===== config.mk =====
export PLATFORM = sky130hd
export DESIGN_NAME = cheat_loader
export DESIGN_NICKNAME = d
export VERILOG_FILES = /design/src/rtl/cheat_pkg.sv /design/src/rtl/cheat_loader.sv
export SDC_FILE = /design/constraint.sdc
export NUM_CORES = 1
export LEC_CHECK = 0
export ABC_AREA = 1
export ABC_CLOCK_PERIOD_IN_PS = 3000
export CAP_MARGIN = 20
export CORE_MARGIN = 8
export CORE_UTILIZATION = 54
export CTS_BUF_LIST = sky130_fd_sc_hd__clkbuf_8
export DETAILED_ROUTE_END_ITERATION = 10
export MAX_ROUTING_LAYER = met4
export PLACE_DENSITY = 0.82
export SKIP_CTS_REPAIR_TIMING = 1
export SYNTH_ARGS = -nofsm -noshare
export SYNTH_HDL_FRONTEND = slang
export SYNTH_SLANG_ARGS = --single-unit

===== constraint.sdc =====
create_clock -name clk -period 3 [get_ports clk]
set_input_delay 0.6 -clock clk [delete_from_list [all_inputs] [get_ports clk]]
set_output_delay 0.6 -clock clk [all_outputs]
set_load 0.05 [all_outputs]

===== src/rtl/cheat_pkg.sv =====
// Shared definitions for the cheat loader and the cheat-code matching engine:
// loader FSM states, code-word bit positions and the field byte-order helper.
package cheat_pkg;

  typedef enum logic [2:0] {
    IDLE,
    CLEAR,
    COLLECT,
    STROBE_HI,
    STROBE_LO
  } state_e;

  // Bit positions inside the 129-bit code word seen by the engine.
  localparam int CLK_BIT   = 128;
  localparam int FLAGS_LSB = 96;
  localparam int ADDR_LSB  = 64;
  localparam int COMP_LSB  = 32;
  localparam int DATA_LSB  = 0;

  // Reorders a field held in file byte order {b0,b1,b2,b3} into {b3,b2,b1,b0}.
  function automatic logic [31:0] swap32(input logic [31:0] x);
    return {x[7:0], x[15:8], x[23:16], x[31:24]};
  endfunction

endpackage


===== src/rtl/cheat_loader.sv =====
// Cheat-file loader: assembles 16-byte records from the HPS ioctl stream and
// paces them into the matching engine. Optional status ports: CHEAT_LOADER_STATUS_EN.
module cheat_loader
  import cheat_pkg::*;
#(
  parameter logic [7:0] CHEAT_INDEX = 8'd255,
  parameter int         MAX_CODES   = 32,
  parameter int         STROBE_CYC  = 4,
  parameter int         CLR_CYC     = 2
) (
  input  logic         clk,
  input  logic         reset,
  input  logic         ioctl_download,
  input  logic [7:0]   ioctl_index,
  input  logic         ioctl_wr,
  input  logic [24:0]  ioctl_addr,
  input  logic [15:0]  ioctl_dout,
  output logic         ioctl_wait,
  output logic [128:0] code,
`ifdef CHEAT_LOADER_STATUS_EN
  output logic [$clog2(MAX_CODES+1)-1:0] code_count,
  output logic         overflow,
`endif
  output logic         codes_reset
);

  localparam int CW      = $clog2(MAX_CODES + 1);
  localparam int CNT_MAX = (CLR_CYC > STROBE_CYC) ? CLR_CYC : STROBE_CYC;
  localparam int CNT_W   = $clog2(CNT_MAX + 1);

  state_e             state_q, state_d;
  logic [CNT_W-1:0]   cnt_q, cnt_d;
  logic [128:0]       code_q, code_d;
  logic               codes_reset_q, codes_reset_d;
  logic               wait_q, wait_d;
  logic [6:0]         mask_q, mask_d;
  logic [CW-1:0]      loaded_q, loaded_d;
  logic               pending_q, pending_d;
  logic               active_q;
`ifdef CHEAT_LOADER_STATUS_EN
  logic               overflow_q, overflow_d;
`endif

  logic [15:0]        words_q [7];
  logic [7:0][15:0]   w_all;
  logic [127:0]       rec_word;

  logic               active, start, accept, last_word, rec_done, can_load;
  logic [2:0]         slot;
  logic               unused_addr;

  assign unused_addr = ^{ioctl_addr[24:4], ioctl_addr[0]};

  assign active    = ioctl_download && (ioctl_index == CHEAT_INDEX);
  assign start     = active && !active_q;
  assign slot      = ioctl_addr[3:1];
  assign accept    = (state_q == COLLECT) && active && ioctl_wr;
  assign last_word = accept && (slot == 3'd7);
  assign rec_done  = last_word && (&mask_q);
  assign can_load  = loaded_q < CW'(MAX_CODES);

  function automatic logic [31:0] le_field(input logic [15:0] lo, input logic [15:0] hi);
    return swap32({lo[7:0], lo[15:8], hi[7:0], hi[15:8]});
  endfunction

  // The final word is used straight off the bus so the record latches on its own edge.
  always_comb begin
    for (int k = 0; k < 7; k++) w_all[k] = words_q[k];
    w_all[7] = ioctl_dout;
  end

  always_comb begin
    rec_word                    = '0;
    rec_word[FLAGS_LSB +: 32]   = le_field(w_all[0], w_all[1]);
    rec_word[ADDR_LSB  +: 32]   = le_field(w_all[2], w_all[3]);
    rec_word[COMP_LSB  +: 32]   = le_field(w_all[4], w_all[5]);
    rec_word[DATA_LSB  +: 32]   = le_field(w_all[6], w_all[7]);
  end

  // NOTE: word storage is deliberately not reset; the mask decides which
  // slots are valid, so the array maps onto plain enable flops.
  always_ff @(posedge clk) begin
    if (accept && (slot != 3'd7)) words_q[slot] <= ioctl_dout;
  end

  // NOTE: this codebase resets synchronously and active-high; all state
  // updates use non-blocking assignments so every flop samples pre-edge values.
  always_ff @(posedge clk) begin
    if (reset) begin
      state_q       <= IDLE;
      cnt_q         <= '0;
      code_q        <= '0;
      codes_reset_q <= 1'b0;
      wait_q        <= 1'b0;
      mask_q        <= '0;
      loaded_q      <= '0;
      pending_q     <= 1'b0;
      active_q      <= 1'b0;
`ifdef CHEAT_LOADER_STATUS_EN
      overflow_q    <= 1'b0;
`endif
    end else begin
      state_q       <= state_d;
      cnt_q         <= cnt_d;
      code_q        <= code_d;
      codes_reset_q <= codes_reset_d;
      wait_q        <= wait_d;
      mask_q        <= mask_d;
      loaded_q      <= loaded_d;
      pending_q     <= pending_d;
      active_q      <= active;
`ifdef CHEAT_LOADER_STATUS_EN
      overflow_q    <= overflow_d;
`endif
    end
  end

  // NOTE: every signal written in a combinational block is given a default
  // first, so no path can leave it unassigned and infer a latch.
  always_comb begin
    state_d = state_q;
    unique case (state_q)
      IDLE:      if (start) state_d = CLEAR;
      CLEAR:     if (cnt_q == '0) state_d = COLLECT;
      COLLECT: begin
        if (!active)                   state_d = IDLE;
        else if (rec_done && can_load) state_d = STROBE_HI;
      end
      STROBE_HI: if (cnt_q == '0) state_d = STROBE_LO;
      STROBE_LO: begin
        if (cnt_q == '0) begin
          if (pending_q || start) state_d = CLEAR;
          else if (active)        state_d = COLLECT;
          else                    state_d = IDLE;
        end
      end
      default:   state_d = IDLE;
    endcase
  end

  always_comb begin
    cnt_d     = cnt_q;
    mask_d    = mask_q;
    loaded_d  = loaded_q;
    pending_d = pending_q;
    code_d    = {1'b0, code_q[127:0]};
`ifdef CHEAT_LOADER_STATUS_EN
    overflow_d = overflow_q | (rec_done && !can_load);
`endif

    if (((state_q == STROBE_HI) || (state_q == STROBE_LO)) && start) pending_d = 1'b1;

    if (accept && (slot != 3'd7)) mask_d = mask_q | 7'(8'd1 << slot);
    if (last_word)                   mask_d = '0;
    if ((state_q == COLLECT) && !active) mask_d = '0;

    if ((state_q == COLLECT) && rec_done && can_load) begin
      code_d[127:0] = rec_word;
      loaded_d      = loaded_q + CW'(1);
    end

    // The shared down-counter is reloaded on every timed-state entry.
    if ((state_d == CLEAR) && (state_q != CLEAR)) begin
      cnt_d         = CNT_W'(CLR_CYC - 1);
      mask_d        = '0;
      loaded_d      = '0;
      pending_d     = 1'b0;
      code_d[127:0] = '0;
`ifdef CHEAT_LOADER_STATUS_EN
      overflow_d    = 1'b0;
`endif
    end else if ((state_d == STROBE_HI) && (state_q != STROBE_HI)) begin
      cnt_d = CNT_W'(STROBE_CYC - 1);
    end else if ((state_d == STROBE_LO) && (state_q != STROBE_LO)) begin
      cnt_d = CNT_W'(STROBE_CYC - 1);
    end else if (cnt_q != '0) begin
      cnt_d = cnt_q - CNT_W'(1);
    end

    code_d[CLK_BIT] = (state_d == STROBE_HI);
    codes_reset_d   = (state_d == CLEAR);
    wait_d          = (state_d == STROBE_HI) || (state_d == STROBE_LO);
  end

  assign code        = code_q;
  assign codes_reset = codes_reset_q;
  assign ioctl_wait  = wait_q;
`ifdef CHEAT_LOADER_STATUS_EN
  assign code_count  = loaded_q;
  assign overflow    = overflow_q;
`endif

endmodule


==> summary.md <==
| Metric | Value |
|---|---|
| Status | completed |
| Crit path DAT | 1740 ps |
| Setup Viol. Count Final | 0 |
| Vias in the first global route | 7061 |
| Total GRT Usage | 0.220 |
| Period minus WS final | 2340 ps |
| Rows | 49 |
| Num Clock Sinks | 264 |
| Layout fillers | 1296 |
| F_max | 426 MHz |
| Number of I/O port buffers | 161 |
| GPL Wtd Cong | 0.820 |
| Die area | 23100 um2 |
| Clock transition at path regs | 60 ps |
| Reg2Reg Depth | 12 |
| Die height | 152 um |
| DRC | 0 |
| Pwr dens | 577 nW/um2 |
| GRT met2 Usage | 0.342 |
| Initial DRC Count | 489 |
| # IOs | 184 |
| Ratio of cells with drive above 1 in the final layout | 0.234 |
| CP Data Required Time | 2400 ps |
| Worst IR Drop VDD | 0.358 mV |
| Delay-heaviest family, CP | buffers and inverters |
| Crit-path max FO | 2 |
| Cell Chain, Critical Path | clkdlybuf4s50_1 |
| Post-Layout Cell Count | 1297 |
| GRT busiest layer | met2 |
| Synthesis-stage register bit count | 264 |
| Post-DP HPWL | 15500 um |
| Latest clock arrival within the worst-skew pair | 530 ps |
| Drt first pass iters | 4 |
| Total grt overflow | 0 |
| Critical path capture point type | output port |
| Post-layout power | 7.31 mW |
| Largest net degree at the start of global routing | 134 |
| Reg2reg setup slack | 680 ps |
| Die X | 152 um |
| CTS tree | done |
| Yosys warnings | 0 |
| Final TNS setup | 0 ps |
| Initial core utilization | 0.552 |
| Hold depth | 2 |
| WHS Endpoint | code[95]$_SDFFE_PP0P_ |
| HP Start | code[95]$_SDFFE_PP0P_ |
| Post-Route Skew | 11.2 ps |
| Worst-Margin Slew | 822 ps |
| Inserted Clock Buffers | 43 |
| Max cap viols | 0 |
| Final hold vios | 0 |
| RSZ-0062 raised after global routing | no |
| Post-synth top cells | 155 x nand2_1, 152 x dfxtp_1, 112 x edfxtp_1 |
| Syn-to-layout area delta | 26.7% |
| Critical path class | flip-flop to output port |
| Ys flop type | dfxtp_1 |
| Setup WS pre-CTS | 204 ps |
| CP peak stage delay | 870 ps |
| Syn_area_per_cell | 11.6 um2 |
| Sequential share of the synthesized area | 0.641 |
| Slowest stage cell, crit path | clkdlybuf4s50_1 |
| R2R Path Start | cnt_q[0]$_SDFFE_PP0P_ |
| H-tree levels | 2 |
| Antenna violations before repair | 0 |
| Synth async-reset ratio | 0 |
| Total Wirelength | 24900 um |
| Final worst-path cycle share | 0.782 |
| Core area | 18100 um2 |
| Post-synth design cell area | 9990 um2 |
| Synth cell types | 33 |
| Yosys top cell by area | edfxtp_1 |
| Post-synth net total | 916 |
| Relative slew slack | 0.450 |
| Largest cells by area after synthesis | edfxtp_1 34%, dfxtp_1 30%, nand3_2 8.1%, nand2_1 5.8%, a21oi_2 5.1% |
| Startpoint types | flip-flop |
| Per-cell routed wire length | 19.2 um |
| Clock Root Buffer | clkbuf_8 |
| Antenna diode count | 0 |
| Max-slew violation count | 0 |
| Via count | 6977 |
| P_leak | 4.13 nW |
| First-pass GRT wire length | 39200 um |
| Max clock buf depth | 3 |
| Nets | 1090 |
| Final WS setup | 655 ps |
| Vias per inst | 5.38 |
| Reg2reg end | code[52]$_SDFFE_PP0P_ |
| Antenna viol nets, final | 0 |
| Routing usage on met3 | 0.0672 |
| Met1 GRT Util | 0.272 |
| Count leader, synth | nand2_1 |
| WP buf/inv | 1 |
| Synth top area share | 0.337 |
| Hold/Removal Path Class | flip-flop to flip-flop |
| Post-synth EDFFs | 112 |
| Placed cell count | 1218 |
| Cells after Synth | 860 |
[power by group]
part	switching (mW)	internal [mW]	total (mW)	leakage, nW
logic	0.331	0.174	0.505	1.40
registers	0.0293	3.78	3.81	2.23
clock network	1.34	1.65	3.00	0.495
[logic make-up (layout without fill, tap and decap cells)]
| group | Yosys count | count (layout) | share of synthesized area |
|---|---|---|---|
| flops | 264 | 264 | 0.641 |
| xor+xnor | 5 | 5 | 0.00438 |
| fa+ha+maj | 3 | 3 | 0.00376 |
| simple gates | 354 | 354 | 0.202 |
| compound gates | 145 | 145 | 0.0948 |
| buf+inv | 89 | 297 | 0.0536 |
[tightest hold or removal path, stage by stage, from the launching register on]
cell and delay [ps]:
dfxtp_1 310, nand2_1 60, a21oi_1 50
[state kept, by name (all words and copies together) (netlist names)]
signal,flops
cnt_q,3
state_q,3
loaded_q,6
words_q,112
codes_reset,1
code,129
pending_q,1
active_q,1
ioctl_wait,1
mask_q,7
[layout by cell type, fill, tap and decap left out, drive strengths merged, types with 3 or more instances in the layout]
master,synthesis,layout
nor2,38,38
o21ai,4,4
nand4,3,3
nand3,145,145
xor2,4,4
edfxtp,112,112
nand2,158,158
inv,33,48
buf,36,24
or2,7,7
clkbuf,20,52
dfxtp,152,152
ha,3,3
clkdlybuf4s50,0,161
a21oi,139,139
clkinv,0,11
[how the worst max path moves through the flow]
| stage | end | cells after the start | start |
|---|---|---|---|
| floorplan | mask_q[3]$_SDFFE_PP0P_ | 9 | ioctl_index[5] |
| global placement | code[103]$_SDFFE_PP0P_ | 11 | ioctl_index[5] |
| detailed placement | code[65]$_SDFFE_PP0P_ | 11 | ioctl_index[6] |
| CTS | code[62] | 1 | code[62]$_SDFFE_PP0P_ |
| global route | code[8]$_SDFFE_PP0P_ | 12 | cnt_q[0]$_SDFFE_PP0P_ |
| finish | code[18] | 1 | code[18]$_SDFFE_PP0P_ |
[metrics by stage]
stage               cell area (um2)   util  hold slack [ps]
finish                        12700  0.700              458
global route                  12700  0.700              475
CTS                           12700  0.700              461
detailed placement            11800  0.653              453
global placement              11800  0.653              448
floorplan                      9990      -              447
[cell type report]
type                       count  area [um2]  share of cell area
multi-input combinational    507        3080               0.244
clock inverter                27         133              0.0105
tap                          229         287              0.0226
inverter                      33         129              0.0102
clock buffer                  52         716              0.0565
sequential                   264        6410               0.506
timing repair buffer         185        1900               0.150
[per-layer routing]
metal,wire length [um],share of wire
met5,0,0
met4,635,0.025
met3,2000,0.080
met2,11700,0.47
met1,10600,0.43
(Power assumes the default switching activity.)
